[src/rtl/cursor_ctrl.sv]
// Mouse cursor controller: accumulates mouse packets and commits them to the cursor position once per frame.
// Optional feature: define CURSOR_WRAP_EN so out-of-range positions wrap instead of clamping.
module cursor_ctrl #(
    parameter int X_MAX    = 639,
    parameter int Y_MAX    = 479,
    parameter int CUR_SIZE = 20,
    parameter int X_INIT   = 130,
    parameter int Y_INIT   = 130
) (
    input  logic        clk,
    input  logic        reset,
    input  logic [8:0]  xm,
    input  logic [8:0]  ym,
    input  logic [2:0]  btnm,
    input  logic        m_done_tick,
    input  logic        frame_tick,
    output logic [10:0] cursor_x,
    output logic [10:0] cursor_y,
    output logic [2:0]  cursor_rgb,
    output logic        pending,
    output logic [7:0]  pkt_count,
    output logic [1:0]  dbg_state
);

    typedef enum logic [1:0] {
        IDLE   = 2'd0,
        PEND   = 2'd1,
        COMMIT = 2'd2
    } state_t;

    localparam int X_LIM = X_MAX - CUR_SIZE + 1;
    localparam int Y_LIM = Y_MAX - CUR_SIZE + 1;

    state_t             state_q, state_d;
    logic signed [11:0] dx_q, dx_d, dy_q, dy_d;
    logic signed [11:0] snap_dx_q, snap_dx_d, snap_dy_q, snap_dy_d;
    logic [2:0]         btn_q, btn_d, snap_btn_q, snap_btn_d;
    logic               held_q, held_d;
    logic [10:0]        cursor_x_q, cursor_x_d, cursor_y_q, cursor_y_d;
    logic [2:0]         cursor_rgb_q, cursor_rgb_d;
    logic               pending_q, pending_d;
    logic [7:0]         pkt_count_q, pkt_count_d;

    logic signed [12:0] xm_delta, ym_delta;

    // Screen Y grows downward while mouse Y is positive upward.
    assign xm_delta = $signed({{4{xm[8]}}, xm});
    assign ym_delta = -$signed({{4{ym[8]}}, ym});

    function automatic logic signed [11:0] sat_add(input logic signed [11:0] acc,
                                                   input logic signed [12:0] delta);
        logic signed [12:0] sum;
        sum = $signed({acc[11], acc}) + delta;
        if (sum > 13'sd2047)
            return 12'sh7FF;
        else if (sum < -13'sd2048)
            return 12'sh800;
        else
            return sum[11:0];
    endfunction

    function automatic logic [2:0] colour(input logic [2:0] b);
        case (b)
            3'b001:  return 3'b010;
            3'b010:  return 3'b100;
            3'b100:  return 3'b000;
            default: return 3'b111;
        endcase
    endfunction

`ifdef CURSOR_WRAP_EN
    function automatic logic [10:0] new_pos(input logic [10:0] old,
                                            input logic signed [11:0] d,
                                            input int lim);
        logic signed [12:0] sum;
        int                 v;
        int                 rng;
        sum = $signed({2'b00, old}) + $signed({d[11], d});
        rng = lim + 1;
        // Bias by a multiple of the range so the modulo always sees a non-negative value.
        v   = int'(sum) + rng * ((4096 + rng - 1) / rng);
        return 11'(v % rng);
    endfunction
`else
    function automatic logic [10:0] new_pos(input logic [10:0] old,
                                            input logic signed [11:0] d,
                                            input int lim);
        logic signed [12:0] sum;
        sum = $signed({2'b00, old}) + $signed({d[11], d});
        if (sum < 0)
            return 11'd0;
        else if (int'(sum) > lim)
            return 11'(lim);
        else
            return sum[10:0];
    endfunction
`endif

    always_comb begin
        state_d      = state_q;
        dx_d         = dx_q;
        dy_d         = dy_q;
        btn_d        = btn_q;
        snap_dx_d    = snap_dx_q;
        snap_dy_d    = snap_dy_q;
        snap_btn_d   = snap_btn_q;
        held_d       = held_q;
        cursor_x_d   = cursor_x_q;
        cursor_y_d   = cursor_y_q;
        cursor_rgb_d = cursor_rgb_q;
        pkt_count_d  = m_done_tick ? pkt_count_q + 8'd1 : pkt_count_q;

        if (m_done_tick)
            btn_d = btnm;

        case (state_q)
            IDLE: begin
                if (m_done_tick) begin
                    dx_d    = sat_add(12'sd0, xm_delta);
                    dy_d    = sat_add(12'sd0, ym_delta);
                    state_d = PEND;
                end
            end
            PEND: begin
                if (frame_tick) begin
                    snap_dx_d  = dx_q;
                    snap_dy_d  = dy_q;
                    snap_btn_d = btn_q;
                    state_d    = COMMIT;
                    // A packet coinciding with the frame tick starts the next batch.
                    if (m_done_tick) begin
                        dx_d   = sat_add(12'sd0, xm_delta);
                        dy_d   = sat_add(12'sd0, ym_delta);
                        held_d = 1'b1;
                    end else begin
                        dx_d   = 12'sd0;
                        dy_d   = 12'sd0;
                        held_d = 1'b0;
                    end
                end else if (m_done_tick) begin
                    dx_d = sat_add(dx_q, xm_delta);
                    dy_d = sat_add(dy_q, ym_delta);
                end
            end
            COMMIT: begin
                cursor_x_d   = new_pos(cursor_x_q, snap_dx_q, X_LIM);
                cursor_y_d   = new_pos(cursor_y_q, snap_dy_q, Y_LIM);
                cursor_rgb_d = colour(snap_btn_q);
                if (m_done_tick) begin
                    dx_d = sat_add(dx_q, xm_delta);
                    dy_d = sat_add(dy_q, ym_delta);
                end
                state_d = (held_q || m_done_tick) ? PEND : IDLE;
                held_d  = 1'b0;
            end
            default: begin
                state_d = IDLE;
                held_d  = 1'b0;
            end
        endcase

        pending_d = (state_d == PEND) || ((state_d == COMMIT) && held_d);
    end

    always_ff @(posedge clk or posedge reset) begin
        if (reset) begin
            state_q      <= IDLE;
            dx_q         <= 12'sd0;
            dy_q         <= 12'sd0;
            btn_q        <= 3'b000;
            snap_dx_q    <= 12'sd0;
            snap_dy_q    <= 12'sd0;
            snap_btn_q   <= 3'b000;
            held_q       <= 1'b0;
            cursor_x_q   <= 11'(X_INIT);
            cursor_y_q   <= 11'(Y_INIT);
            cursor_rgb_q <= 3'b111;
            pending_q    <= 1'b0;
            pkt_count_q  <= 8'd0;
        end else begin
            state_q      <= state_d;
            dx_q         <= dx_d;
            dy_q         <= dy_d;
            btn_q        <= btn_d;
            snap_dx_q    <= snap_dx_d;
            snap_dy_q    <= snap_dy_d;
            snap_btn_q   <= snap_btn_d;
            held_q       <= held_d;
            cursor_x_q   <= cursor_x_d;
            cursor_y_q   <= cursor_y_d;
            cursor_rgb_q <= cursor_rgb_d;
            pending_q    <= pending_d;
            pkt_count_q  <= pkt_count_d;
        end
    end

    assign cursor_x   = cursor_x_q;
    assign cursor_y   = cursor_y_q;
    assign cursor_rgb = cursor_rgb_q;
    assign pending    = pending_q;
    assign pkt_count  = pkt_count_q;
    assign dbg_state  = state_q;

endmodule

[config.mk]
export PLATFORM = sky130hd
export DESIGN_NAME = cursor_ctrl
export DESIGN_NICKNAME = d
export VERILOG_FILES = /design/src/rtl/cursor_ctrl.sv
export SDC_FILE = /design/constraint.sdc
export NUM_CORES = 1
export LEC_CHECK = 0
export CAP_MARGIN = 20
export CORE_MARGIN = 2
export CORE_UTILIZATION = 50
export DETAILED_ROUTE_END_ITERATION = 6
export DONT_BUFFER_PORTS = 1
export HOLD_SLACK_MARGIN = 0.05
export PLACE_DENSITY = 0.74
export SYNTH_ARGS = -nofsm -noshare
export SYNTH_HDL_FRONTEND = slang
export SYNTH_SLANG_ARGS = --single-unit
[constraint.sdc]
create_clock -name clk -period 3.8 [get_ports clk]
set_clock_uncertainty 0.05 [all_clocks]
set_input_delay 0.76 -clock clk [delete_from_list [all_inputs] [get_ports clk]]
set_output_delay 0.76 -clock clk [all_outputs]
set_load 0.01 [all_outputs]
; Word-level counts from Yosys, hierarchy flattened
; Index checks and enable logic that the tools add are counted.
[word_totals]
input_bits = 25
out_inout_bits = 36
word_cells = 76
register_bits = 91
[op_classes]
reduce_logical = 7
n_lt_le_gt_ge = 12
n_eq_ne = 8
n_addsub = 6
muxes = 30
[op_table]
columns = op, count
row1 = $mux W12, 16
row2 = $pmux W12 S3, 2
row3 = $mux W11, 4
row4 = $gt A13 B12 Y1 const B, 3
row5 = $lt A13 B12 Y1 const B, 3
row6 = $add A12 B12 Y13, 2
row7 = $lt A13 B1 Y1 const B, 2
row8 = $add A12 B13 Y13, 1
row9 = $add A12 B9 Y13, 1
row10 = $gt A13 B10 Y1 const B, 1
row11 = $gt A13 B11 Y1 const B, 1
row12 = $neg A9 Y13, 1
row13 = $gt A9 B12 Y1 const B, 1
row14 = $lt A9 B12 Y1 const B, 1
row15 = $pmux W3 S3, 1
row16 = $add A8 B1 Y8 const B, 1
row17 = $pmux W2 S3, 1
row18 = $eq A2 B1 Y1 const B, 2
row19 = $eq A2 B2 Y1 const B, 2
row20 = $mux W2, 2
row21 = $reduce_and A2 Y1, 2
row22 = $eq A3 B1 Y1 const B, 1
row23 = $eq A3 B2 Y1 const B, 1
row24 = $eq A3 B3 Y1 const B, 1
row25 = 7 further kinds, 10

; Longest topological paths before layout
; Gate-level depths: netlist of run 1.
[depth]
ltp_word = 8
depth_mapped = 14
ltp_nobuf = 12

; Worst setup path before layout of run 1
; No wires, ideal clock.
[synth_path]
path_type = input-to-reg
start = input port ym[0]
end = register dy_q[10]
cell_stages = 12
slack_ps = 352
t_required_ps = 3612
arrival_time_ps = 3260
n_path_buf = 1
setup_time_ps = 138
path_cell_list = inv_1 ha_1 clkbuf_1 xnor2_1 ha_1 nor2b_4 o31a_1 o41a_1 nor4b_4 nor3_2 o311ai_1 o211ai_1
[synth_between]
elab_chain_len = 8
elab_cells_between_ends = 15
cone_classes = add/sub (2) / order compare (4) / mux (9)
[synth_rtl]
columns = item, line_no
row1 = from (decl), 13  ; input logic [8:0] ym,
row2 = $neg A9 Y13 (*), 48  ; assign ym_delta = -$signed({{4{ym[8]}}, ym});
row3 = $add A12 B13 Y13, 53  ; sum = $signed({acc[11], acc}) + delta;
row4 = $lt A13 B12 Y1, 56  ; else if (sum < -13'sd2048)
row5 = $mux W12, 56
row6 = $mux W12, 54  ; if (sum > 13'sd2047)
row7 = $mux W12, 149  ; if (m_done_tick) begin
row8 = $mux W12, 125  ; if (frame_tick) begin
row9 = $pmux W12 S3 (*), 116  ; case (state_q)
row10 = to (signal assigned), 183  ; dy_q <= dy_d;
row11 = to (decl), 35  ; logic signed [11:0] dx_q, dx_d, dy_q, dy_d;
; Mark *: on every way between the ends. The rest lies on a longest branch, timed or not. The select of a mux whose other input is x is not followed.
; A chain may end at the register's enable or synchronous reset.

; Worst setup path in the final report of run 1
[layout_path]
start = input port ym[4]
end = register dy_q[3]
; The elaborated chain is that of the path after synthesis.

==> impl_metrics.tcl, run 1 <==
set metrics [dict create \
    status "finished, final reports clean" \
    synth.area.top_cells "dfrtp_1 31%, ha_1 9.6%, mux2_2 5.6%" \
    cts.repair.resized 0 \
    async_flop_share 1.00 \
    final-seq-area_sq_mm 0.00229 \
    hold_viol 0 \
    setup_viol 0 \
    routed_wl_um 17000 \
    placed_cells 908 \
    drt_pass1_iterations 5 \
    final_nets 826 \
    ys.flop_type "dfrtp_1" \
    ant_nets 0 \
    use_met2 0.379 \
    max_slew_margin 0.490 \
    area_delta_synth_final_pct 7.76 \
    clkPwrFrac 0.130 \
    syn_inst 750 \
    p_int_mw 3.71 \
    portBuffers 0 \
    drt_iter0_markers 413 \
    routedWlPerCell_um 18.4 \
    met1_usage 0.325 \
    yosysWarnings 0 \
    max_cap_viol_count 0 \
    yosys_register_bits 91 \
    synth_edf_count 0 \
    mappedNetlistArea_sq_mm 0.00688 \
    clkSlewWorstSetupHoldPaths_ps 70 \
    r2r-end "cursor_y[2]" \
    power.total_mw 7.05 \
    cpMostUsedCell "nand2_1" \
    startpoint "ym[4]" \
    period_minus_slack_ps 3320 \
    initial_core_util 0.516 \
    worst_path_max_delay_cell "nor3_2" \
    die_width_um 121 \
    fp.dieH_um 121 \
    cts_hold_buf 0 \
    drc 0 \
    report.final.slew_viol_count 0 \
    core_sq_mm 0.0133 \
    multi_input_area_sq_mm 0.00440 \
    grt_pass1_vias 5591 \
    n_antenna_cell 0 \
    grt_pass1_wl_um 28200 \
    yosysTopAreaCellShare 0.305 \
    numCtsBuffers 9 \
    cts.sinks 91 \
    cts_setup_buffers 0 \
    combinationalPowerShare 0.600 \
    critPathKind "in2reg" \
    layoutNonFillerInstCount 925 \
    clock_path_buffers 2 \
    avgSynthCellArea_sq_um 9.18 \
    sw_frac_of_total 0.474 \
    gp_congestion 1.02 \
    fin_crit_sh 0.874 \
    crit_path_end_kind "flip-flop" \
    drive_above_1_share 0.119 \
    clockRootBuffer "clkbuf_16" \
    worstPathRequired_ps 3980 \
    final_cell_mix "84 x dfrtp_1, 64 x nor2_1, 58 x a21oi_1" \
    tns_ps 0 \
    synth_top_area_cell "dfrtp_1" \
    ioPinCount 61 \
    final_common_cell "dfrtp_1" \
    grt.overflow.total 0 \
    crit_arrival_ps 3500 \
    antenna_found_initial 0 \
    rr_startpoint "cursor_y[0]" \
    r2r_cells 9 \
    cellLeakagePower_nw 3.24 \
    grt_max_degree 50 \
    r2r_setup_slack_ps 670 \
    fmax_mhz 301 \
    cellPowerDensity_mw_per_mm2 951 \
    die_area_sq_mm 0.0147 \
    htree_levels 3 \
    worstSetupEndpoint "dy_q[3]" \
    crit_path_max_fanout 8 \
    clkLatencyLatePin_ps 340 \
    yosysSeqAreaShare 0.332 \
    dp_hpwl_um 13200 \
    max_stage_delay_ps 560 \
    power_switching_mw 3.34 \
    crit_chain "nor4_4, buf_4, nand2_1, xor2_1, ha_1, o21ai_0, nand2_1, o41a_1, nor4b_4, nor3_2, nor3_4, o311ai_1" \
    hold_class "in2async" \
    synth_nets 832 \
    fp-row-count 42 \
    pwr-share-seq 0.270 \
    top_usage_layer "met2" \
    grtUsageTotal 0.239 \
    max_slew.worst_pin.slew_ps 763 \
    viasPerCell 6.35 \
    grtUsageMet3 0.0517 \
    rsz0062_at_grt "no" \
    cts_tree "yes" \
    fill_cells 1149 \
    peakVddDrop_mv 0.355 \
    num_vias 5871 \
    cp-start-kind "primary input" \
    synthDistinctLibCells 78 \
]
[critical path, delay by kind of cell]
kind | cells | cell delay, ps
AOI/OAI and AO/OA | 3 | 700
adders and majority gates | 1 | 360
and+or+nand+nor | 6 | 1310
xor gates and xnor gates | 1 | 160
buffers and inverters | 1 | 200
[worst min path at each step]
stage	end	cells past startpoint
finish	cursor_x[6]	1
detailed placement	btn_q[0]	1
global route	btn_q[1]	1
global placement	snap_btn_q[0]	1
floorplan	btn_q[0]	1
CTS	pkt_count[3]	1
[per-stage QoR]
stage	setup WS [ps]	hold WS, ps	utilization	instance area [sq um]
after floorplan	352	427	-	6880
after global placement	272	435	0.530	7080
after detailed placement	173	447	0.530	7080
after CTS	533	380	0.554	7390
final	479	363	0.556	7420
after global routing	241	426	0.556	7420
[per-layer routing]
layer / share of wire / vias up
li1: - / 2823
met3: 0.069 / 27
met1: 0.46 / 2815
met2: 0.45 / 206
met5: 0 / -
met4: 0.018 / 0
[cells in the mapped netlist (all sizes together) (14+ instances only)]
cell     n
clkbuf  23
nor3    17
nand3   17
mux2    34
a31oi   14
a21oi   58
dfrtp   84
o21ai   58
nand2   48
xor2    19
ha      53
nor2    64
xnor2   22
inv     27
[power by group through the flow]
stage | logic, mW | clock network [mW] | registers, mW
floorplan | 3.33 | 0 | 1.74
global placement | 3.97 | 0 | 1.89
detailed placement | 4.11 | 0 | 1.92
CTS | 4.13 | 0.937 | 1.90
global route | 4.71 | 0.978 | 1.96
finish | 4.24 | 0.916 | 1.90
[logic make-up after synthesis]
family                   count (synthesis)  synth area share
AO/OA/AOI/OAI                          260             0.260
XOR/XNOR                                41            0.0522
adder cells (fa/ha/maj)                 57             0.108
buffers and inverters                   53            0.0289
flip-flops                              91             0.332
multiplexers                            39            0.0629
AND/OR/NAND/NOR                        209             0.156
[area by class of cell]
class                      instances  area share
tap                              176      0.0297
clock buffer                      10      0.0322
sequential                        91       0.308
timing repair buffer               9      0.0135
inverter                          27      0.0138
clock inverter                     6     0.00961
multi-input combinational        606       0.593
[sequential cells by signal, summed over array words and instances, names as in the netlist, 3 cells and up]
register,flops
dx_q,12
dy_q,12
snap_dx_q,12
snap_dy_q,12
cursor_x,11
cursor_y,11
pkt_count,8
btn_q,3
cursor_rgb,3
snap_btn_q,3
(Power assumes the default switching activity.)
==> inputs of run 2 (changes only) <==
--- a/config.mk
+++ b/config.mk
@@ -8,6 +8,7 @@
 export CAP_MARGIN = 20
 export CORE_MARGIN = 2
 export CORE_UTILIZATION = 50
+export CTS_CLUSTER_SIZE = 10
 export DETAILED_ROUTE_END_ITERATION = 6
 export DONT_BUFFER_PORTS = 1
 export HOLD_SLACK_MARGIN = 0.05
==> results of run 2 <==
Final layout, timing and power as in run 1 (identical DEF).
